$ cat src/rtl/uart_rx.sv
// UART receiver: 1 start bit, 8 data bits LSB first, optional parity, 1 stop bit.
// Bit period comes from clock_divider_i; a received byte is held in data_o with a sticky ready_o.
module uart_rx (
  input  logic        clock_i,
  input  logic        reset_i,
  input  logic        ack_i,
  input  logic        parity_bit_i,
  input  logic        parity_even_i,
  input  logic        serial_i,
  input  logic [15:0] clock_divider_i,
  output logic [7:0]  data_o,
  output logic        ready_o
);

  localparam int unsigned CNT_W  = 16;
  localparam int unsigned DATA_W = 8;
  localparam int unsigned IDX_W  = 3;

  typedef enum logic [2:0] {
    IDLE,
    START,
    DATA,
    PARITY,
    STOP
  } state_e;

  state_e              state_q;
  logic [CNT_W-1:0]    cnt_q;
  logic [IDX_W-1:0]    idx_q;
  logic [DATA_W-1:0]   shift_q;
  logic                parity_ok_q;
  logic [DATA_W-1:0]   data_q;
  logic                ready_q;
  logic                ack_q;

  logic [CNT_W-1:0]    bit_len_c;
  logic [CNT_W-1:0]    half_len_c;
  logic                tick_c;
  logic                parity_req_c;
  logic                accept_c;

  // Effective bit length N (0 and 1 both mean 1) and half-bit H (minimum 1)
  always_comb begin
    bit_len_c  = (clock_divider_i < CNT_W'(2)) ? CNT_W'(1) : clock_divider_i;
    half_len_c = bit_len_c >> 1;
    if (half_len_c == '0) begin
      half_len_c = CNT_W'(1);
    end
  end

  assign tick_c       = (cnt_q <= CNT_W'(1));
  assign parity_req_c = (^shift_q) ^ ~parity_even_i;
  assign accept_c     = (state_q == STOP) && tick_c && serial_i &&
                        (parity_ok_q || !parity_bit_i);

  always_ff @(posedge clock_i or posedge reset_i) begin
    if (reset_i) begin
      state_q     <= IDLE;
      cnt_q       <= '0;
      idx_q       <= '0;
      shift_q     <= '0;
      parity_ok_q <= 1'b0;
      data_q      <= '0;
      ready_q     <= 1'b0;
      ack_q       <= 1'b0;
    end else begin
      // An ack seen on an accepting edge is consumed so it cannot clear the fresh byte
      ack_q <= ack_i & ~accept_c;
      if (accept_c) begin
        data_q  <= shift_q;
        ready_q <= 1'b1;
      end else if (ack_q) begin
        ready_q <= 1'b0;
      end

      if (state_q == IDLE) begin
        if (!serial_i) begin
          cnt_q   <= half_len_c;
          state_q <= START;
        end
      end else if (!tick_c) begin
        cnt_q <= cnt_q - CNT_W'(1);
      end else begin
        unique case (state_q)
          START: begin
            if (!serial_i) begin
              cnt_q   <= bit_len_c;
              idx_q   <= '0;
              state_q <= DATA;
            end else begin
              state_q <= IDLE;
            end
          end
          DATA: begin
            shift_q <= {serial_i, shift_q[DATA_W-1:1]};
            cnt_q   <= bit_len_c;
            idx_q   <= IDX_W'(idx_q + IDX_W'(1));
            if (idx_q == IDX_W'(DATA_W - 1)) begin
              state_q <= parity_bit_i ? PARITY : STOP;
            end
          end
          PARITY: begin
            parity_ok_q <= (serial_i == parity_req_c);
            cnt_q       <= bit_len_c;
            state_q     <= STOP;
          end
          STOP: begin
            // Return at mid stop bit so a following start edge is caught promptly
            state_q <= IDLE;
          end
          default: begin
            state_q <= IDLE;
          end
        endcase
      end
    end
  end

  assign data_o  = data_q;
  assign ready_o = ready_q;

endmodule

$ cat config.mk
export PLATFORM = sky130hd
export DESIGN_NAME = uart_rx
export DESIGN_NICKNAME = d
export VERILOG_FILES = /design/src/rtl/uart_rx.sv
export SDC_FILE = /design/constraint.sdc
export NUM_CORES = 1
export LEC_CHECK = 0
export BUFFER_PORTS_ARGS = -buffer_cell sky130_fd_sc_hd__buf_2
export CAP_MARGIN = 10
export CORE_UTILIZATION = 23
export CTS_BUF_LIST = sky130_fd_sc_hd__clkbuf_16
export CTS_CLUSTER_DIAMETER = 150
export DETAILED_ROUTE_END_ITERATION = 16
export HOLD_SLACK_MARGIN = 0.06
export PLACE_DENSITY = 0.5
export SETUP_SLACK_MARGIN = 0.3
export SYNTH_ARGS = -nofsm -noshare
export SYNTH_HDL_FRONTEND = slang
export SYNTH_SLANG_ARGS = --single-unit
$ cat constraint.sdc
create_clock -name clock_i -period 3.05 [get_ports clock_i]
set_input_delay 0.305 -clock clock_i [delete_from_list [all_inputs] [get_ports clock_i]]
set_output_delay 0.305 -clock clock_i [all_outputs]
set_load 0.005 [all_outputs]
**After elaboration in Yosys (flattened, before gate mapping)**

Cells that the tools add are included.

- $add $sub $neg: 2
- Magnitude comparators: 2
- Eq/ne operators: 11
- Muxes and demuxes: 18
- Bitwise logic cells: 5
- Reduce and logical (&&, ||, !) cells: 17

Operators by type and width:

| operator | number |
|---|---|
| 2-to-1 mux 16 bit | 5 |
| case mux 16 bit (2 select lines) | 1 |
| 2-to-1 mux 3 bit | 6 |
| <= comparator 16 x 1 -> 1 bit (second input constant) | 1 |
| logical NOT 16 bit | 1 |
| less-than comparator 16 x 2 -> 1 bit (second input constant) | 1 |
| subtractor 16 x 1 -> 16 bit (second input constant) | 1 |
| 2-to-1 mux 15 bit | 1 |
| AND reduction 3 bit | 4 |
| case mux 3 bit (3 select lines) | 1 |
| parity 8 bit | 1 |
| equality test 3 x 2 -> 1 bit (second input constant) | 2 |
| equality test 3 bit (second input constant) | 2 |
| inequality test 3 bit (second input constant) | 2 |
| case mux 3 bit (2 select lines) | 1 |
| nonzero test 2 bit | 3 |
| inequality test 2 bit (second input constant) | 2 |
| inequality test 4 x 2 -> 1 bit (second input constant) | 1 |
| AND reduction 4 bit | 1 |
| adder 3 x 1 -> 3 bit (second input constant) | 1 |
| equality test 3 x 1 -> 1 bit (second input constant) | 1 |
| logical AND 1 bit | 3 |
| logical NOT 3 bit | 1 |
| inverter 1 bit | 3 |
| 8 further kinds | 9 |

- Register bits: 41
- Bits of input ports: 22
- Output and inout port bits: 9
- Logic and storage cells: 63

**Longest topological paths before layout**

- Word-level depth: 6
- Depth in mapped cells: 8

**Least setup slack after synthesis**

OpenSTA, ideal clock, no wires.

- Path type: flip-flop to flip-flop
- From: register cnt_q[10]
- To: register state_q[0]
- Library setup time: 0.110 ns
- Arrival: 2.446 ns
- Data required time: 2.940 ns
- Path slack: 0.494 ns
- Stages on the path, launching flop included: 7
- Path buffers: 1
- Cell sequence: dfrtp_1 or4_1 buf_2 or4_4 nor3_4 mux2_2 o41ai_1

- Cells in the longest elaborated chain, start to end: 3

Ends and longest elaborated chain:

| item | RTL line | source |
|---|---|---|
| start: declaration | 28 | `logic [CNT_W-1:0] cnt_q;` |
| start signal: assignment | 78 | `cnt_q <= half_len_c;` |
| start signal: assignment | 82 | `cnt_q <= cnt_q - CNT_W'(1);` |
| start signal: assignment | 87 | `cnt_q <= bit_len_c;` |
| <= comparator 16 x 1 -> 1 bit | 51 | `assign tick_c = (cnt_q <= CNT_W'(1));` |
| nonzero test 2 bit (no line) | - |  |
| AND reduction 3 bit (no line) | - |  |
| end signal: assignment | 99 | `state_q <= parity_bit_i ? PARITY : STOP;` |
| end: declaration | 27 | `state_e state_q;` |

No other way between the ends.
A chain may end at the register's enable or synchronous reset.

**Worst setup path after layout**

Ends and elaborated chain as after synthesis.

==> impl_metrics.csv <==
group,metric,value,unit
run,maxCapViolCount,0,
synthesis,synthTopCellsByCount,"dfrtp_1 (41), mux2_2 (19), nor2_1 (18), o21ai_0 (17), nor3_1 (13)",
timing,slew_viol_final,0,
synthesis,synth-edff-count,0,
clocking,clk_latency,290,ps
clocking,cts_tree,"done",
timing,hold_viol_final,0,
finish,drive_above_1_share,27.3,%
clocking,cts-root-buf,"clkbuf_16",
synthesis,synth_warnings,0,
timing,slew_headroom,58.4,%
timing,clock_skew,9.10,ps
finish,layout.nets,314,
timing,setup_viol,0,
die,initial_utilization,23.8,%
hold_path,min_path_type,"in2async",
clocking,cts_resized,0,
finish,fillers,1122,
grt,antenna_found_initial,0,
finish,area_growth,20.7,%
setup_path,critPathMaxFanout,8,
clocking,clkTransAtPathRegs,70,ps
synthesis,synth_area_per_cell,9.74,sq um
routing,ant_nets,0,
synthesis,yosys-top-cells-area,"dfrtp_1 (42%), mux2_2 (8.7%), o21ai_0 (3.5%)",
power,leakage,1.30,nW
routing,drc,0,
finish,design_area,0.00297,sq mm
setup_path,endpoint_kind,"flip-flop",
finish,final_util,28.7,%
clocking,cts_max_path_buffers,2,
die,core_area,0.0104,sq mm
routing,via_count,2147,
power,ir_drop,0.206,mV
synthesis,yosysTopAreaCell,"dfrtp_1",
synthesis,syn_inst,253,
timing,finalSetupTns,0,ps
die,die_area,0.0111,sq mm
die,ios,31,
clocking,postCtsSetupBuffers,0,
synthesis,netlist_area,0.00246,sq mm
synthesis,synth_fp_nets,279,
timing,fin_crit,2590,ps
place,port_buffers,30,
timing,fin_crit_sh,84.9,%
place,gp_congestion,0.861,
die,die_y,105,um
timing,fmax,386,MHz
routing,routed_wl,6490,um
timing,rsz0062_at_grt,"no",
routing,vias_per_cell,5.05,
clocking,htree_levels,2,
synthesis,yosys.area.top_type_share,41.6,%
synthesis,synth-seq-area-share,41.6,%
routing,initialDrtViolationCount,124,
synthesis,async_flop_share,100,%
die,chipWidth,105,um
synthesis,yosysMostFrequentCell,"dfrtp_1",
finish,n_antenna_cell,0,
timing,worst_pin_slew,621,ps
power,p_per_area,619,mW/mm^2
finish,seq_area,0.00103,sq mm
clocking,cts_hold_buf,0,
setup_path,cp.required,3230,ps
grt,grt_pass1_vias,2141,
routing,drtPass1Iterations,4,
synthesis,ys_seq_elements,41,
clocking,cts_buffers,5,
finish,multiInputGateArea,0.00135,sq mm
routing,wire_per_inst,15.3,um
run_status,status,"completed",
setup_path,crit_arrival,2760,ps
grt,grt_pass1_wl,11100,um
grt,grt_usage,12.5,%
grt,grt_max_degree,42,
timing,whs,135,ps
die,fp-row-count,37,
place,place_area,0.00282,sq mm
setup_path,critical_path_class,"reg2reg",
grt,grt-ovfl-total,0,
synthesis,yosys.cell_types.count,49,
clocking,clock_sinks,41,
power,power,1.84,mW
synthesis,synth_flop_cell,"dfrtp_1",
place,dp_hpwl,4680,um
setup_path,worstSetupStartpointType,"flip-flop",
final timing paths:
path	from	to	slack (ps)	cells after the start
max in group asynchronous	reset_i	cnt_q[3]$_DFFE_PP0P_	2520	3
worst max-delay path	cnt_q[10]$_DFFE_PP0P_	state_q[0]$_DFFE_PP0P_	460	5
worst max register to register	cnt_q[10]$_DFFE_PP0P_	state_q[0]$_DFFE_PP0P_	460	5
worst min register to register	ready_o$_DFFE_PP0P_	ready_o$_DFFE_PP0P_	480	1
worst min-delay path	reset_i	cnt_q[8]$_DFFE_PP0P_	140	3
min in group clock_i	ack_i	ack_q$_DFF_PP0_	250	2
layer usage:
metal  vias to the layer above  track usage [%]  wire, um
li1                       1026                -         -
met1                      1040             18.1      3070
met2                        71             18.5      2820
met3                        10             2.84       502
met4                         0             3.77        99
met5                         -                0         0
final cells by class:
| cell class | count | share of cell area (%) |
|---|---|---|
| Sequential cell | 41 | 34.5 |
| Clock inverter | 3 | 0.841 |
| Tap cell | 136 | 5.72 |
| Inverter | 11 | 1.39 |
| Clock buffer | 5 | 4.21 |
| Multi-Input combinational cell | 187 | 45.3 |
| Timing Repair Buffer | 42 | 8.08 |
placed cells by master (no fill, tap or decap), types with 9 or more instances in the layout:
cell type / Yosys / layout
mux2_2: 19 / 19
xnor2_1: 9 / 9
inv_1: 11 / 11
nand2_1: 11 / 11
nor3_1: 13 / 12
nor2_1: 18 / 18
o21ai_0: 17 / 17
buf_2: 2 / 30
buf_4: 0 / 12
dfrtp_1: 41 / 41
state kept, by name (all words and copies together), names as in the netlist:
signal	count
cnt_q	16
data_o	8
shift_q	8
idx_q	3
state_q	3
ack_q	1
parity_ok_q	1
ready_o	1
per-stage QoR:
step / cells / worst slack [ps]
global placement: 417 / 513
finish: 425 / 462
detailed placement: 417 / 476
CTS: 425 / 464
floorplan: 253 / 494
global route: 425 / 316
power by group:
part	switching [mW]	internal, mW	leakage [nW]
Combinational	0.275	0.214	0.700
Sequential	0.155	0.650	0.528
Clock	0.239	0.308	0.0704
kinds of logic (layout without fill, tap and decap cells):
logic type | Yosys count | in the layout | share of synthesized area, %
mux | 23 | 23 | 10.3
xor+xnor | 9 | 9 | 3.20
flops | 41 | 41 | 41.6
simple gates | 85 | 85 | 19.4
buf+inv | 25 | 61 | 3.91
fa+ha+maj | 4 | 4 | 2.03
compound gates | 66 | 66 | 19.5
critical path, cell delays in order (launching register included):
cell and delay [ps]:
dfrtp_1 420, or4_1 680, or4_4 580, nor3_4 220, mux2_2 350, o41ai_1 240
No activity file was read; power rests on OpenSTA's default activity.
